**src/rtl/rst_seq.sv**
```systemverilog
// Reset sequencer: filters PLL lock, then releases N_CH active-low domain resets in order.
// Optional PLL-lock watchdog is compiled in with `define RST_SEQ_WDOG_EN.
module rst_seq #(
    parameter int N_CH         = 3,
    parameter int STEP_CYC     = 16,
    parameter int LOCK_FILT    = 8,
    parameter int LOCK_TIMEOUT = 4096,
    parameter int PLL_RST_CYC  = 32
) (
    input  logic            sys_clk,
    input  logic            sys_rst,
    input  logic            pll_locked,
    input  logic            sw_rst_req,
    output logic [N_CH-1:0] rstn_out,
    output logic            pll_rst,
    output logic            busy,
    output logic            seq_done,
    output logic [7:0]      lock_loss_cnt
);

    localparam int STEP_W = $clog2(STEP_CYC);
    localparam int FILT_W = (LOCK_FILT > 1) ? $clog2(LOCK_FILT) : 1;
    localparam int IDX_W  = $clog2(N_CH) + 1;

    localparam logic [STEP_W-1:0] STEP_LAST = STEP_W'(STEP_CYC - 1);
    localparam logic [FILT_W-1:0] FILT_LAST = FILT_W'(LOCK_FILT - 1);
    localparam logic [IDX_W-1:0]  IDX_LAST  = IDX_W'(N_CH - 1);

    if (N_CH < 1 || N_CH > 16 || STEP_CYC < 2 || LOCK_FILT < 1 ||
        LOCK_TIMEOUT < 1 || PLL_RST_CYC < 1) begin : g_bad_param
        $error("rst_seq: parameter out of range");
    end

    typedef enum logic [1:0] {RESET_ALL, WAIT_LOCK, RELEASE, DONE} state_t;

    state_t             state_q, state_d;
    logic [1:0]         sync_q;
    logic               lock_s;
    logic [STEP_W-1:0]  step_q, step_d;
    logic [FILT_W-1:0]  filt_q, filt_d;
    logic [IDX_W-1:0]   idx_q, idx_d;
    logic [N_CH-1:0]    rstn_q, rstn_d;
    logic               done_q, done_d;
    logic [7:0]         llc_q, llc_d;
    logic               lock_lost;
    logic               wd_hold;

    assign lock_s = sync_q[1];

    always_ff @(posedge sys_clk) begin
        // NOTE: non-blocking assignments so every register samples pre-edge values.
        if (sys_rst) begin
            sync_q  <= '0;
            state_q <= RESET_ALL;
            step_q  <= '0;
            filt_q  <= '0;
            idx_q   <= '0;
            rstn_q  <= '0;
            done_q  <= 1'b0;
            llc_q   <= '0;
        end else begin
            sync_q  <= {sync_q[0], pll_locked};
            state_q <= state_d;
            step_q  <= step_d;
            filt_q  <= filt_d;
            idx_q   <= idx_d;
            rstn_q  <= rstn_d;
            done_q  <= done_d;
            llc_q   <= llc_d;
        end
    end

    // Lock loss only matters once domains may have been released.
    assign lock_lost = (state_q == RELEASE || state_q == DONE) && !lock_s;

    always_comb begin
        // NOTE: every output of this block gets a default first, so no latches are inferred.
        state_d = state_q;
        step_d  = step_q;
        filt_d  = filt_q;
        idx_d   = idx_q;
        rstn_d  = rstn_q;
        done_d  = 1'b0;
        llc_d   = llc_q;

        if (sw_rst_req || lock_lost) begin
            state_d = RESET_ALL;
            step_d  = '0;
            filt_d  = '0;
            idx_d   = '0;
            rstn_d  = '0;
            if (lock_lost && llc_q != 8'hFF) llc_d = llc_q + 8'd1;
        end else begin
            unique case (state_q)
                RESET_ALL: begin
                    rstn_d = '0;
                    if (step_q == STEP_LAST) begin
                        state_d = WAIT_LOCK;
                        step_d  = '0;
                        filt_d  = '0;
                    end else begin
                        step_d = step_q + 1'b1;
                    end
                end
                WAIT_LOCK: begin
                    if (!lock_s || wd_hold) begin
                        filt_d = '0;
                    end else if (filt_q == FILT_LAST) begin
                        state_d = RELEASE;
                        filt_d  = '0;
                        idx_d   = '0;
                        step_d  = '0;
                    end else begin
                        filt_d = filt_q + 1'b1;
                    end
                end
                RELEASE: begin
                    if (step_q == STEP_LAST) begin
                        rstn_d = rstn_q | (N_CH'(1) << idx_q);
                        step_d = '0;
                        if (idx_q == IDX_LAST) begin
                            state_d = DONE;
                            done_d  = 1'b1;
                        end else begin
                            idx_d = idx_q + 1'b1;
                        end
                    end else begin
                        step_d = step_q + 1'b1;
                    end
                end
                DONE: begin
                end
                default: state_d = RESET_ALL;
            endcase
        end
    end

`ifdef RST_SEQ_WDOG_EN
    localparam int TO_W = (LOCK_TIMEOUT > 1) ? $clog2(LOCK_TIMEOUT) : 1;
    localparam int PR_W = (PLL_RST_CYC > 1) ? $clog2(PLL_RST_CYC) : 1;
    localparam logic [TO_W-1:0] TO_LAST = TO_W'(LOCK_TIMEOUT - 1);
    localparam logic [PR_W-1:0] PR_LAST = PR_W'(PLL_RST_CYC - 1);

    logic [TO_W-1:0] to_q, to_d;
    logic [PR_W-1:0] pr_q, pr_d;
    logic            pll_rst_q, pll_rst_d;

    // Counters only run while staying in WAIT_LOCK; any exit (release, sw request) clears them.
    always_comb begin
        to_d      = to_q;
        pr_d      = pr_q;
        pll_rst_d = pll_rst_q;
        if (state_q == WAIT_LOCK && state_d == WAIT_LOCK) begin
            if (pll_rst_q) begin
                if (pr_q == PR_LAST) begin
                    pll_rst_d = 1'b0;
                    pr_d      = '0;
                    to_d      = '0;
                end else begin
                    pr_d = pr_q + 1'b1;
                end
            end else if (to_q == TO_LAST) begin
                pll_rst_d = 1'b1;
                to_d      = '0;
            end else begin
                to_d = to_q + 1'b1;
            end
        end else begin
            to_d      = '0;
            pr_d      = '0;
            pll_rst_d = 1'b0;
        end
    end

    always_ff @(posedge sys_clk) begin
        if (sys_rst) begin
            to_q      <= '0;
            pr_q      <= '0;
            pll_rst_q <= 1'b0;
        end else begin
            to_q      <= to_d;
            pr_q      <= pr_d;
            pll_rst_q <= pll_rst_d;
        end
    end

    assign wd_hold = pll_rst_q;
    assign pll_rst = pll_rst_q;
`else
    assign wd_hold = 1'b0;
    assign pll_rst = 1'b0;
`endif

    assign rstn_out      = rstn_q;
    assign busy          = (state_q != DONE);
    assign seq_done      = done_q;
    assign lock_loss_cnt = llc_q;

endmodule

```
**config.mk**
```make
export PLATFORM = sky130hd
export DESIGN_NAME = rst_seq
export DESIGN_NICKNAME = d
export VERILOG_FILES = /design/src/rtl/rst_seq.sv
export SDC_FILE = /design/constraint.sdc
export NUM_CORES = 1
export LEC_CHECK = 0
export ABC_AREA = 1
export CAP_MARGIN = 20
export CORE_ASPECT_RATIO = 1.2
export CORE_MARGIN = 5
export CORE_UTILIZATION = 49
export CTS_BUF_LIST = sky130_fd_sc_hd__clkbuf_4 sky130_fd_sc_hd__clkbuf_8 sky130_fd_sc_hd__clkbuf_16
export CTS_CLUSTER_SIZE = 25
export DETAILED_ROUTE_END_ITERATION = 7
export PLACE_DENSITY = 0.82
export SYNTH_ARGS = -nofsm -noshare
export SYNTH_HDL_FRONTEND = slang
export SYNTH_SLANG_ARGS = --single-unit
```
**constraint.sdc**
```tcl
create_clock -name sys_clk -period 1.37 [get_ports sys_clk]
set_input_delay 0.411 -clock sys_clk [delete_from_list [all_inputs] [get_ports sys_clk]]
set_output_delay 0.411 -clock sys_clk [all_outputs]
set_load 0.05 [all_outputs]
```
======== Yosys cells after proc, flatten, opt, wreduce, memory -nomap -nowiden ========
Cells that the tools add are included.
word-level totals
  output and inout port bits .............. 14
  logic and storage cells ................. 72
  flip-flop bits (word level) ............. 26
  input bits .............................. 4
operators by class
  bitwise gates (word level) .............. 3
  shift-type cells ........................ 1
  muxes and demuxes ....................... 22
  $add $sub $neg .......................... 4
  equality and inequality tests ........... 14
  reductions and logical operators ........ 20
operators by type and width
  kind                 count
  $mux 3               8
  $pmux 3 s2           3
  $mux 4               3
  $mux 2               5
  $ne 2x2->1 const B   5
  $add 8x1->8 const B  1
  $ne 8x8->1 const B   1
  $pmux 4 s2           1
  $reduce_bool 2->1    4
  $add 3x1->3 const B  2
  $pmux 2 s3           1
  $reduce_and 2->1     3
  $reduce_and 6->1     1
  $reduce_and 5->1     1
  $add 4x1->4 const B  1
  $eq 2x2->1 const B   2
  $eq 4x4->1 const B   1
  $ne 2x1->1 const B   2
  $reduce_or 2->1      2
  $reduce_or 4->1      1
  $eq 3x2->1 const B   1
  $eq 3x3->1 const B   1
  $or 3x3->3           1
  $reduce_and 3->1     1
  9 further kinds      12

======== Logic depth before layout (Yosys ltp) ========
Gate-level depths: netlist of run 1.
  depth in word-level cells ............... 5
  gate-level depth with buffers ........... 11
  mapped depth without buffers ............ 10

======== Worst setup path before layout of run 1 ========
OpenSTA, ideal clock, no wires.
  kind .................................... register -> register
  start point ............................. register llc_q[1] (netlist: lock_loss_cnt[1])
  end point ............................... register llc_q[7] (netlist: lock_loss_cnt[7])
  buffers on the path ..................... 0
  library setup time ...................... 114 ps
  stages on the path, launching flop included .. 9
  slack ................................... -302 ps
  required time ........................... 1256 ps
  clock period less this slack ............ 1672 ps
  data arrival time ....................... 1557 ps
  path through ............................ dfxtp_1 > ha_1 > nand2_1 > nor2_1 > nand2_1 > nand2_4 > nor2_1 > nor2_1 > nor2_1
between the ends
  longest elaborated chain between the ends .. 3
  elaborated cells on any way between the ends .. 4
  classes of those cells .................. add/sub (1); eq/ne (1); reduce/logical (2)
RTL lines
  item                                                 RTL line  text
  start: declaration                                   44        logic [7:0] llc_q, llc_d;
  start signal: assignment                             69        llc_q <= llc_d;
  branches (longest 3 deep; another with $add 8x1->8)  n/a
Several ways; the timed one is not identified.
A chain may end at the register's enable or synchronous reset.

======== Worst setup path after layout of run 1 ========
  start point ............................. register state_q[1]
  end point ............................... output port busy
between the ends
  longest elaborated chain between the ends .. 1
RTL lines
  item                      RTL line  text
  start: declaration        36        state_t state_q, state_d;
  start signal: assignment  63        state_q <= state_d;
  $ne 2x2->1                195       assign busy = (state_q != DONE);
  end: declaration          16        output logic busy,
No other way between the ends.

==> results of run 1 <==
[cell type report]
class / count / area [um^2] / share of cell area [%]
Sequential cell: 26 / 541 / 22.7
Clock buffer: 4 / 36.3 / 1.52
Tap cell: 34 / 42.5 / 1.78
Multi-Input combinational cell: 150 / 1000 / 42.0
Inverter: 30 / 129 / 5.40
Timing Repair Buffer: 55 / 637 / 26.7
[Yosys cell counts, types with 2 or more instances]
| master | instances | area, um^2 |
|---|---|---|
| a21oi_1 | 14 | 70.1 |
| dfxtp_1 | 26 | 521 |
| ha_1 | 13 | 163 |
| inv_1 | 29 | 109 |
| nand2_1 | 50 | 188 |
| nand3_1 | 13 | 65.1 |
| nor2_1 | 30 | 113 |
| nor2_2 | 3 | 18.8 |
| nor3_1 | 3 | 15.0 |
| o21ai_0 | 9 | 45.0 |
| o21ai_1 | 2 | 10.0 |
| or2_2 | 2 | 12.5 |
| xor2_1 | 2 | 17.5 |
[stage by stage]
step	instances	TNS, ps	area, um^2	setup WS, ps
6_report	299	-6110	2390	-305
5_1_grt	299	-7880	2390	-359
3_3_place_gp	284	-2040	2020	-177
4_1_cts	297	-3540	2290	-308
2_1_floorplan	208	-1170	1490	-160
3_5_place_dp	284	-2870	2020	-216
[power by group through the flow]
stage	clock network, W	registers (W)	logic (W)
after global routing	0.000437	0.000761	0.0000788
final	0.000404	0.000760	0.0000734
after global placement	0	0.000776	0.0000561
after floorplan	0	0.000776	0.0000319
after detailed placement	0	0.000777	0.0000570
after CTS	0.000409	0.000760	0.0000673
[cells by family (layout without fill, tap and decap cells)]
family          count (synthesis)  count (layout)
buf+inv                        32              89
simple gates                  106             106
xor+xnor                        3               3
fa+ha+maj                      13              13
flops                          26              26
compound gates                 27              27
other cells                     1               1
[worst paths after layout]
check / slack [ps] / start / cells past startpoint / end
hold reg to reg: 420 / sync_q[0]$_SDFF_PP0_ / 2 / sync_q[1]$_SDFF_PP0_
hold / removal: 420 / sync_q[0]$_SDFF_PP0_ / 2 / sync_q[1]$_SDFF_PP0_
setup / recovery: -310 / state_q[1]$_SDFFE_PP0P_ / 5 / busy
setup reg to reg: -290 / state_q[1]$_SDFFE_PP0P_ / 10 / step_q[0]$_SDFFE_PP0P_
[layout by cell type (no fill, tap or decap), types with 6 or more instances in the layout]
master and instances:
dfxtp_2 7, a21oi_1 8, nor2_1 25, dfxtp_1 16, inv_1 23, buf_12 14
ha_1 9, a21oi_2 7, buf_4 27, o21ai_2 7, nand2_1 41, buf_6 11
nor2_4 6, nand2_2 8, nand3_1 9
[critical path, stage by stage, from the launching register on]
cell and delay (ps):
dfxtp_2 370, buf_6 100, ha_4 130, clkinvlp_4 80, buf_6 120, buf_12 130
[sequential cells by signal, summed over array words and instances, names as in the netlist]
register	cells
state_q	2
idx_q	3
step_q	4
rstn_out	3
lock_loss_cnt	8
sync_q	2
seq_done	1
filt_q	3
[metal layers]
layer	wire length, um	vias up	share of wire [%]	global-route usage (%)
li1	-	767	-	-
met1	1750	751	38	23.3
met2	2410	69	53	38.6
met3	197	27	4.3	2.98
met4	224	0	4.9	9.61
met5	0	-	0	0
[repair_timing]
item,4_1_cts,5_1_grt
resized for setup,45,27
endpoints found under the setup margin,29,31
buffers inserted,11,3
cloned,0,0
pin swaps,13,7
==> impl_metrics.tcl, run 1 <==
set metrics [dict create \
    grt_pass1_vias 1591 \
    ys_seq_area_share_pct 35.7 \
    synth_xor_area_share_pct 1.80 \
    synth_fp_nets 225 \
    portBuffers 16 \
    antenna_found_initial 0 \
    syn-cell-area_mm2 0.00146 \
    synth-simple-area-share_pct 31.6 \
    fillers 158 \
    grt_first_pass_wirelength_um 6940 \
    timing.fmax_mhz 597 \
    min_path_type "register to register" \
    std_cell_rows 21 \
    synth_top_family_by_area "simple AND/OR/NAND/NOR gates" \
    synthAdderAreaFrac_pct 11.1 \
    synthMuxAreaShare_pct 0 \
    worst_slack_ps -305 \
    htree_levels 1 \
    cts.sinks 26 \
    timing.final.crit_share_pct 122 \
    switching_share_pct 23.2 \
    power_leakage_nw 0.983 \
    power_frac_seq_pct 61.4 \
    clockPowerShare_pct 32.6 \
    critical_path_class "register to output pin" \
    p_switching_w 0.000287 \
    finalMaxSlewViolations 0 \
    hold_buffers 0 \
    ys.warnings.count 0 \
    drive_above_1_share_pct 44.5 \
    die_x_um 59.8 \
    area_growth_pct 63.6 \
    cts_made_buffers 3 \
    ys_ff_latch 26 \
    start_kind "register" \
    grt_overflow 0 \
    core_mm2 0.00284 \
    clockBufferDepth 2 \
    cts_root_buf "clkbuf_4" \
    utilization_pct 84.1 \
    ys_types 25 \
    synth_compound_area_share_pct 10.3 \
    grt_usage_pct 21.3 \
    drt-initial-drc-count 74 \
    diodes 0 \
    drtPass1Iterations 4 \
    drc 0 \
    vias 1614 \
    p_int_w 0.000950 \
    total_power_w 0.00124 \
    hpwl_um 2390 \
    antenna_left 0 \
    holdWs_ps 419 \
    cts_tree "done" \
    synthArstFlopShare_pct 0 \
    hold_viol_final 0 \
    min_period_ps 1680 \
    cp_max_fo 2 \
    cp.arrival_ps 1260 \
    clk_pin_slew_ps 150 \
    worstSetupEndpointType "output pin" \
    power_density_mw_per_mm2 518 \
    fp.dieH_um 69.8 \
    start_util_pct 51.4 \
    combPwrFrac_pct 5.9 \
    ir_drop_mv 0.537 \
    violations "negative setup slack" \
    grt_start_max_net_pins 15 \
    finalSetupViolCount 27 \
    wl_per_cell_um 15.3 \
    drt-total-wl_um 4580 \
    cap_violations 0 \
    die_area_mm2 0.00417 \
    clk_latency_ps 330 \
    via_per_inst 5.40 \
    required_ps 960 \
    fin_nets 283 \
    synth_cells 208 \
    ioPinCount 18 \
    skew_ps 3.64 \
    synth_edf_count 0 \
    rsz0062_at_grt "yes" \
    status "finished with violations" \
    routabilityCongestion 0.841 \
    avgSynthCellArea_um2 7.01 \
    synth_ff_type "dfxtp_1" \
]
No activity file was read; power rests on OpenSTA's default activity.
==> run 2: changes to the inputs <==
--- a/config.mk
+++ b/config.mk
@@ -11,7 +11,7 @@
 export CORE_MARGIN = 5
 export CORE_UTILIZATION = 49
 export CTS_BUF_LIST = sky130_fd_sc_hd__clkbuf_4 sky130_fd_sc_hd__clkbuf_8 sky130_fd_sc_hd__clkbuf_16
-export CTS_CLUSTER_SIZE = 25
+export CTS_CLUSTER_SIZE = 30
 export DETAILED_ROUTE_END_ITERATION = 7
 export PLACE_DENSITY = 0.82
 export SYNTH_ARGS = -nofsm -noshare
==> results of run 2 <==
The final DEF is identical to that of run 1; final timing and power are the same.
